--- src/rtl/inside_table_loader_if.sv ---
// rtl/inside_table_loader_if.sv - handshake/bus bundle for inside_table_loader
//
// Groups the table-write stream, sample stream, registered output stream
// and table/status outputs. The slave modport is the loader's view; the
// master modport is the view of whatever drives it.
interface inside_table_loader_if #(
    parameter int DEPTH = 4,
    parameter int WIDTH = 8
);
    logic                     load_start;
    logic                     wr_valid;
    logic [WIDTH-1:0]         wr_data;
    logic                     wr_ready;
    logic                     smp_valid;
    logic [WIDTH-1:0]         smp_data;
    logic                     smp_ready;
    logic                     out_valid;
    logic [WIDTH-1:0]         out_A;
    logic                     out_ready;
    logic [DEPTH*WIDTH-1:0]   values_flat;
    logic                     armed;
    logic                     load_err;

    modport slave (
        input  load_start, wr_valid, wr_data, smp_valid, smp_data, out_ready,
        output wr_ready, smp_ready, out_valid, out_A, values_flat, armed, load_err
    );

    modport master (
        output load_start, wr_valid, wr_data, smp_valid, smp_data, out_ready,
        input  wr_ready, smp_ready, out_valid, out_A, values_flat, armed, load_err
    );
endinterface

--- src/rtl/inside_table_loader.sv ---
// rtl/inside_table_loader.sv - set-table loader feeding a membership checker
//
// Purpose: programs a DEPTH-entry value table from a write stream, then
// forwards samples through a one-entry output register once the table is full.
// Ports:
//   clk  - rising-edge clock
//   rst  - asynchronous active-high reset
//   bus  - inside_table_loader_if.slave (load_start, wr_*, smp_*, out_*,
//          values_flat, armed, load_err)
// Optional feature macro: INSIDE_DUP_CHECK_EN (drop duplicate table writes
// and raise sticky load_err).
module inside_table_loader #(
    parameter int DEPTH = 4,
    parameter int WIDTH = 8
) (
    input  logic                 clk,
    input  logic                 rst,
    inside_table_loader_if.slave bus
);
    localparam int IDX_W = $clog2(DEPTH + 1);

    typedef enum logic [1:0] {
        IDLE  = 2'd0,
        LOAD  = 2'd1,
        ARMED = 2'd2
    } state_t;

    state_t             r_state;
    state_t             w_state_next;
    logic [IDX_W-1:0]   r_idx;
    logic [WIDTH-1:0]   r_entries [DEPTH];
    logic               r_out_valid;
    logic [WIDTH-1:0]   r_out_a;
    logic               w_wr_ready;
    logic               w_smp_ready;
    logic               w_dup;
    logic               w_wr_store;

`ifdef INSIDE_DUP_CHECK_EN
    logic               r_load_err;

    // Compare the incoming word against the entries already written this load.
    always_comb begin
        w_dup = 1'b0;
        for (int i = 0; i < DEPTH; i++) begin
            if (IDX_W'(i) < r_idx && r_entries[i] == bus.wr_data) begin
                w_dup = 1'b1;
            end
        end
    end

    always_ff @(posedge clk or posedge rst) begin
        if (rst) begin
            r_load_err <= 1'b0;
        end else if (bus.load_start) begin
            r_load_err <= 1'b0;
        end else if (r_state == LOAD && bus.wr_valid && w_dup) begin
            r_load_err <= 1'b1;
        end
    end

    assign bus.load_err = r_load_err;
`else
    assign w_dup        = 1'b0;
    assign bus.load_err = 1'b0;
`endif

    // A write is stored only if it is accepted, not pre-empted by load_start
    // and not a duplicate.
    assign w_wr_store = (r_state == LOAD) && bus.wr_valid && !bus.load_start && !w_dup;

    always_ff @(posedge clk or posedge rst) begin
        if (rst) begin
            r_state <= IDLE;
        end else begin
            r_state <= w_state_next;
        end
    end

    always_comb begin
        w_state_next = r_state;
        w_wr_ready   = 1'b0;
        w_smp_ready  = 1'b0;
        case (r_state)
            IDLE: begin
            end
            LOAD: begin
                w_wr_ready = 1'b1;
                if (bus.wr_valid && !w_dup && r_idx == IDX_W'(DEPTH - 1)) begin
                    w_state_next = ARMED;
                end
            end
            ARMED: begin
                w_smp_ready = !r_out_valid || bus.out_ready;
            end
            default: begin
                w_state_next = IDLE;
            end
        endcase
        if (bus.load_start) begin
            w_state_next = LOAD;
        end
    end

    always_ff @(posedge clk or posedge rst) begin
        if (rst) begin
            r_idx       <= '0;
            r_out_valid <= 1'b0;
            r_out_a     <= '0;
            for (int i = 0; i < DEPTH; i++) begin
                r_entries[i] <= '0;
            end
        end else if (bus.load_start) begin
            r_idx       <= '0;
            r_out_valid <= 1'b0;
        end else begin
            if (w_wr_store) begin
                for (int i = 0; i < DEPTH; i++) begin
                    if (r_idx == IDX_W'(i)) begin
                        r_entries[i] <= bus.wr_data;
                    end
                end
                r_idx <= r_idx + 1'b1;
            end
            if (r_state == ARMED) begin
                if (bus.smp_valid && w_smp_ready) begin
                    r_out_a     <= bus.smp_data;
                    r_out_valid <= 1'b1;
                end else if (bus.out_ready) begin
                    r_out_valid <= 1'b0;
                end
            end
        end
    end

    for (genvar g = 0; g < DEPTH; g++) begin : g_flat
        assign bus.values_flat[g*WIDTH +: WIDTH] = r_entries[g];
    end

    assign bus.wr_ready  = w_wr_ready;
    assign bus.smp_ready = w_smp_ready;
    assign bus.out_valid = r_out_valid;
    assign bus.out_A     = r_out_a;
    assign bus.armed     = (r_state == ARMED);
endmodule

--- src/flat_wrapper.sv ---
// flat-port wrapper written by rule: the top's interface ports become plain ports
module inside_table_loader_flat 
#(
    parameter int DEPTH = 4,
    parameter int WIDTH = 8
)
  (clk, rst, bus_load_start, bus_wr_valid, bus_wr_data, bus_smp_valid, bus_smp_data, bus_out_ready, bus_wr_ready, bus_smp_ready, bus_out_valid, bus_out_A, bus_values_flat, bus_armed, bus_load_err);
  inside_table_loader_if #(.DEPTH(DEPTH), .WIDTH(WIDTH)) bus_i ();
  input  logic clk;
  input  logic rst;
  input wire logic [$bits(bus_i.load_start)-1:0] bus_load_start;
  input wire logic [$bits(bus_i.wr_valid)-1:0] bus_wr_valid;
  input wire logic [$bits(bus_i.wr_data)-1:0] bus_wr_data;
  input wire logic [$bits(bus_i.smp_valid)-1:0] bus_smp_valid;
  input wire logic [$bits(bus_i.smp_data)-1:0] bus_smp_data;
  input wire logic [$bits(bus_i.out_ready)-1:0] bus_out_ready;
  output wire logic [$bits(bus_i.wr_ready)-1:0] bus_wr_ready;
  output wire logic [$bits(bus_i.smp_ready)-1:0] bus_smp_ready;
  output wire logic [$bits(bus_i.out_valid)-1:0] bus_out_valid;
  output wire logic [$bits(bus_i.out_A)-1:0] bus_out_A;
  output wire logic [$bits(bus_i.values_flat)-1:0] bus_values_flat;
  output wire logic [$bits(bus_i.armed)-1:0] bus_armed;
  output wire logic [$bits(bus_i.load_err)-1:0] bus_load_err;
  assign bus_i.load_start = bus_load_start;
  assign bus_i.wr_valid = bus_wr_valid;
  assign bus_i.wr_data = bus_wr_data;
  assign bus_i.smp_valid = bus_smp_valid;
  assign bus_i.smp_data = bus_smp_data;
  assign bus_i.out_ready = bus_out_ready;
  assign bus_wr_ready = bus_i.wr_ready;
  assign bus_smp_ready = bus_i.smp_ready;
  assign bus_out_valid = bus_i.out_valid;
  assign bus_out_A = bus_i.out_A;
  assign bus_values_flat = bus_i.values_flat;
  assign bus_armed = bus_i.armed;
  assign bus_load_err = bus_i.load_err;
  inside_table_loader #(.DEPTH(DEPTH), .WIDTH(WIDTH)) u_core (.clk(clk), .rst(rst), .bus(bus_i));
endmodule
--- config.mk ---
export PLATFORM = sky130hd
export DESIGN_NAME = inside_table_loader_flat
export DESIGN_NICKNAME = d
export VERILOG_FILES = /design/src/rtl/inside_table_loader_if.sv /design/src/rtl/inside_table_loader.sv /design/src/flat_wrapper.sv
export SDC_FILE = /design/constraint.sdc
export NUM_CORES = 1
export LEC_CHECK = 0
export ABC_AREA = 1
export CAP_MARGIN = 10
export CORE_ASPECT_RATIO = 0.9
export CORE_UTILIZATION = 30
export CTS_BUF_LIST = sky130_fd_sc_hd__clkbuf_2 sky130_fd_sc_hd__clkbuf_4 sky130_fd_sc_hd__clkbuf_8
export CTS_CLUSTER_DIAMETER = 40
export DETAILED_ROUTE_END_ITERATION = 7
export PLACE_DENSITY = 0.66
export SYNTH_ARGS = -nofsm -noshare
export SYNTH_HDL_FRONTEND = slang
export SYNTH_SLANG_ARGS = --single-unit
--- constraint.sdc ---
create_clock -name clk -period 2.7 [get_ports clk]
set_input_delay 0.54 -clock clk [delete_from_list [all_inputs] [get_ports clk]]
set_output_delay 0.54 -clock clk [all_outputs]
set_load 0.01 [all_outputs]
==> impl_summary.log <==
[metrics] result of the run: complete, no violations
[metrics] HPWL after DPL: 3.45 mm
[metrics] overall routed net length: 4.77 mm
[metrics] Die Width: 87.4 um
[metrics] most common library cell in the layout ignoring fill and taps: sky130_fd_sc_hd__nand2_1
[metrics] die area: 6880 um2
[metrics] commonest cells after routing, fill and taps aside: sky130_fd_sc_hd__nand2_1 (92), sky130_fd_sc_hd__clkdlybuf4s50_1 (65), sky130_fd_sc_hd__dfrtp_1 (46)
[metrics] TritonCTS Buffers: 5
[metrics] die extent in y: 78.8 um
[metrics] H-tree depth reported by CTS: 2
[metrics] post-cts hold buffer count: 0
[metrics] clock sinks: 46
[metrics] count of warnings emitted by yosys: 0
[metrics] peak fanout along the critical path: 9
[metrics] Tmin final: 2.43 ns
[metrics] Final Instance Area: 2800 um2
[metrics] Tcrit/Tclk final: 89.8%
[metrics] classification of the worst-slack hold path: flop to flop
[metrics] number of failing setup endpoints in the final timing report: 0
[metrics] fraction of layout cells with a size suffix above 1: 8.59%
[metrics] number of nets in the finished design: 317
[metrics] Cell Area, Placed: 2710 um2
[metrics] maximum vdd drop: 0.219 mV
[metrics] Critical Setup Path Class: input pin to output port
[metrics] upper clock frequency limit: 412 MHz
[metrics] antenna violations before repair: 0
[metrics] post-synth top area cell: sky130_fd_sc_hd__dfrtp_1
[metrics] via count: 1680
[metrics] clock tree from TritonCTS: yes
[metrics] Critical Path Source Type: input pin
[metrics] Hold Vio Cnt, Final: 0
[metrics] worst path required time: 2.16 ns
[metrics] Post-CTS Setup Inserts: 0
[metrics] total power per unit cell area: 688 nW/um2
[metrics] unrepaired setup endpoints after global routing: no
[metrics] utilization after layout: 45.1%
[metrics] worst-skew pair later-pin latency: 0.30 ns
[metrics] Port Buffer Count: 65
[metrics] Hold WS: 0.478 ns
[metrics] ratio of routed vias to standard cells: 4.44
[metrics] total routing resource utilization after global routing: 15.2%
[metrics] final routed DRC violation total: 0
[metrics] area growth from synthesis to layout: 42.4%
[metrics] pin count of the biggest net entering global routing: 39
[metrics] sequential share of the synthesized area: 58.5%
[metrics] number of cells upsized or downsized after cts: 0
[metrics] Antenna diodes: 0
[metrics] register bit count reported by yosys: 46
[metrics] routability congestion estimate: 0.760
[metrics] Filler Cell Count: 622
[metrics] Arrival @ worst endpoint: 1.89 ns
[metrics] post-route worst setup slack: 0.274 ns
[metrics] summed negative setup slack over all endpoints: 0 ns
[metrics] syn_nets: 248
[metrics] Reg clk slew, reported paths: 0.08 ns
[metrics] setup skew after layout: 0.00939 ns
[metrics] cell at the root of the clock tree: sky130_fd_sc_hd__clkbuf_8
[metrics] buffers from clock root to sink, at most: 2
[metrics] capturing element type of the critical path: output port
[metrics] top cell type's share of synthesized area: 58.5%
[metrics] placeable core region: 6220 um2
[metrics] 1st-iter DRT viols: 114
[metrics] per-instance average area after synthesis: 8.90 um2
[metrics] max-slew violation count: 0
[metrics] Initial Util: 31.6%
[metrics] static leakage: 1.39 nW
[metrics] top area cells in the synthesized netlist: sky130_fd_sc_hd__dfrtp_1 (59%), sky130_fd_sc_hd__nand2_1 (18%), sky130_fd_sc_hd__nand3_1 (11%)
[metrics] number of max-capacitance violations reported: 0
[metrics] DP Worst Slack: 0.285 ns
[metrics] netlist area before placement: 1970 um2
[metrics] number of top-level pins: 67
[metrics] Cell Rows: 27
[metrics] Yosys cell types: 16
[metrics] wire length of the first global-routing pass: 8.10 mm
[metrics] number of nets with antenna violations after routing: 0
[metrics] number of global-route vias before repair: 1669
[metrics] number of standard cells after synthesis: 221
[metrics] average wire per standard cell: 12.6 um
[metrics] total grt overflow: 0
[metrics] first-pass detailed-route iteration total: 4
-- flip-flops by register name, indices dropped and copies added (netlist names) --
name	cells
u_core.bus.out_valid	1
u_core.r_state	2
u_core.r_idx	3
u_core.bus.values_flat	32
u_core.bus.out_A	8
-- per-layer routing --
| layer | up-vias | global-route usage, % | routed length [um] |
|---|---|---|---|
| met5 | - | 0 | 0 |
| met1 | 787 | 21.0 | 2250 |
| met2 | 52 | 24.4 | 2230 |
| met4 | 0 | 3.44 | 31 |
| li1 | 836 | - | - |
| met3 | 5 | 3.43 | 257 |
-- path summary, 6_finish.rpt --
path / start / slack [ns] / cells past startpoint / to
max in group asynchronous: rst / 1.64 / 3 / u_core.bus.values_flat[16]
worst max-delay path: bus_out_ready / 0.27 / 6 / bus_smp_ready
worst min register to register: u_core.bus.values_flat[13] / 0.48 / 2 / u_core.bus.values_flat[13]
worst min-delay path: u_core.bus.values_flat[13] / 0.48 / 2 / u_core.bus.values_flat[13]
min in group asynchronous: rst / 0.52 / 2 / u_core.bus.out_A[1]
worst max register to register: u_core.r_idx[0] / 1.24 / 7 / u_core.bus.values_flat[5]
-- kinds of logic after synthesis --
| kind of cell | after synthesis | synth area share, % |
|---|---|---|
| AOI/OAI and AO/OA | 3 | 0.763 |
| adders and majority gates | 5 | 3.18 |
| buffers and inverters | 19 | 5.03 |
| DFF | 46 | 58.5 |
| other | 1 | 0.191 |
| and+or+nand+nor | 147 | 32.3 |
-- cells in the mapped netlist, drive strengths merged --
library cell,count
buf,5
clkbuf,1
conb,1
dfrtp,46
ha,5
inv,13
nand2,96
nand3,43
nor2,8
o21ai,3
-- where the power goes --
| part | switching [mW] | internal [mW] | total [mW] |
|---|---|---|---|
| logic | 0.260 | 0.330 | 0.590 |
| registers | 0.0850 | 0.833 | 0.918 |
| clock network | 0.237 | 0.182 | 0.419 |
-- layout make-up --
cell class                 count  area (um2)  area share, %
tap                           87         109           3.89
sequential                    46        1150           41.1
timing repair buffer          68         686           24.5
inverter                      13        48.8           1.74
clock inverter                 3        21.3          0.759
clock buffer                   5        68.8           2.46
multi-input combinational    156         717           25.6
-- per-stage QoR --
stage | cells | total power, mW
4_1_cts | 378 | 1.96
2_1_floorplan | 221 | 1.15
5_1_grt | 378 | 2.05
3_5_place_dp | 370 | 1.53
6_report | 378 | 1.93
3_3_place_gp | 370 | 1.52
-- worst max-delay path, cell delays in order --
cell and delay, ns:
sky130_fd_sc_hd__clkdlybuf4s50_1 0.45, sky130_fd_sc_hd__inv_1 0.03, sky130_fd_sc_hd__nand2_1 0.08, sky130_fd_sc_hd__nand2_1 0.09, sky130_fd_sc_hd__inv_2 0.14, sky130_fd_sc_hd__clkdlybuf4s50_1 0.56
No activity file was read; power rests on OpenSTA's default activity.
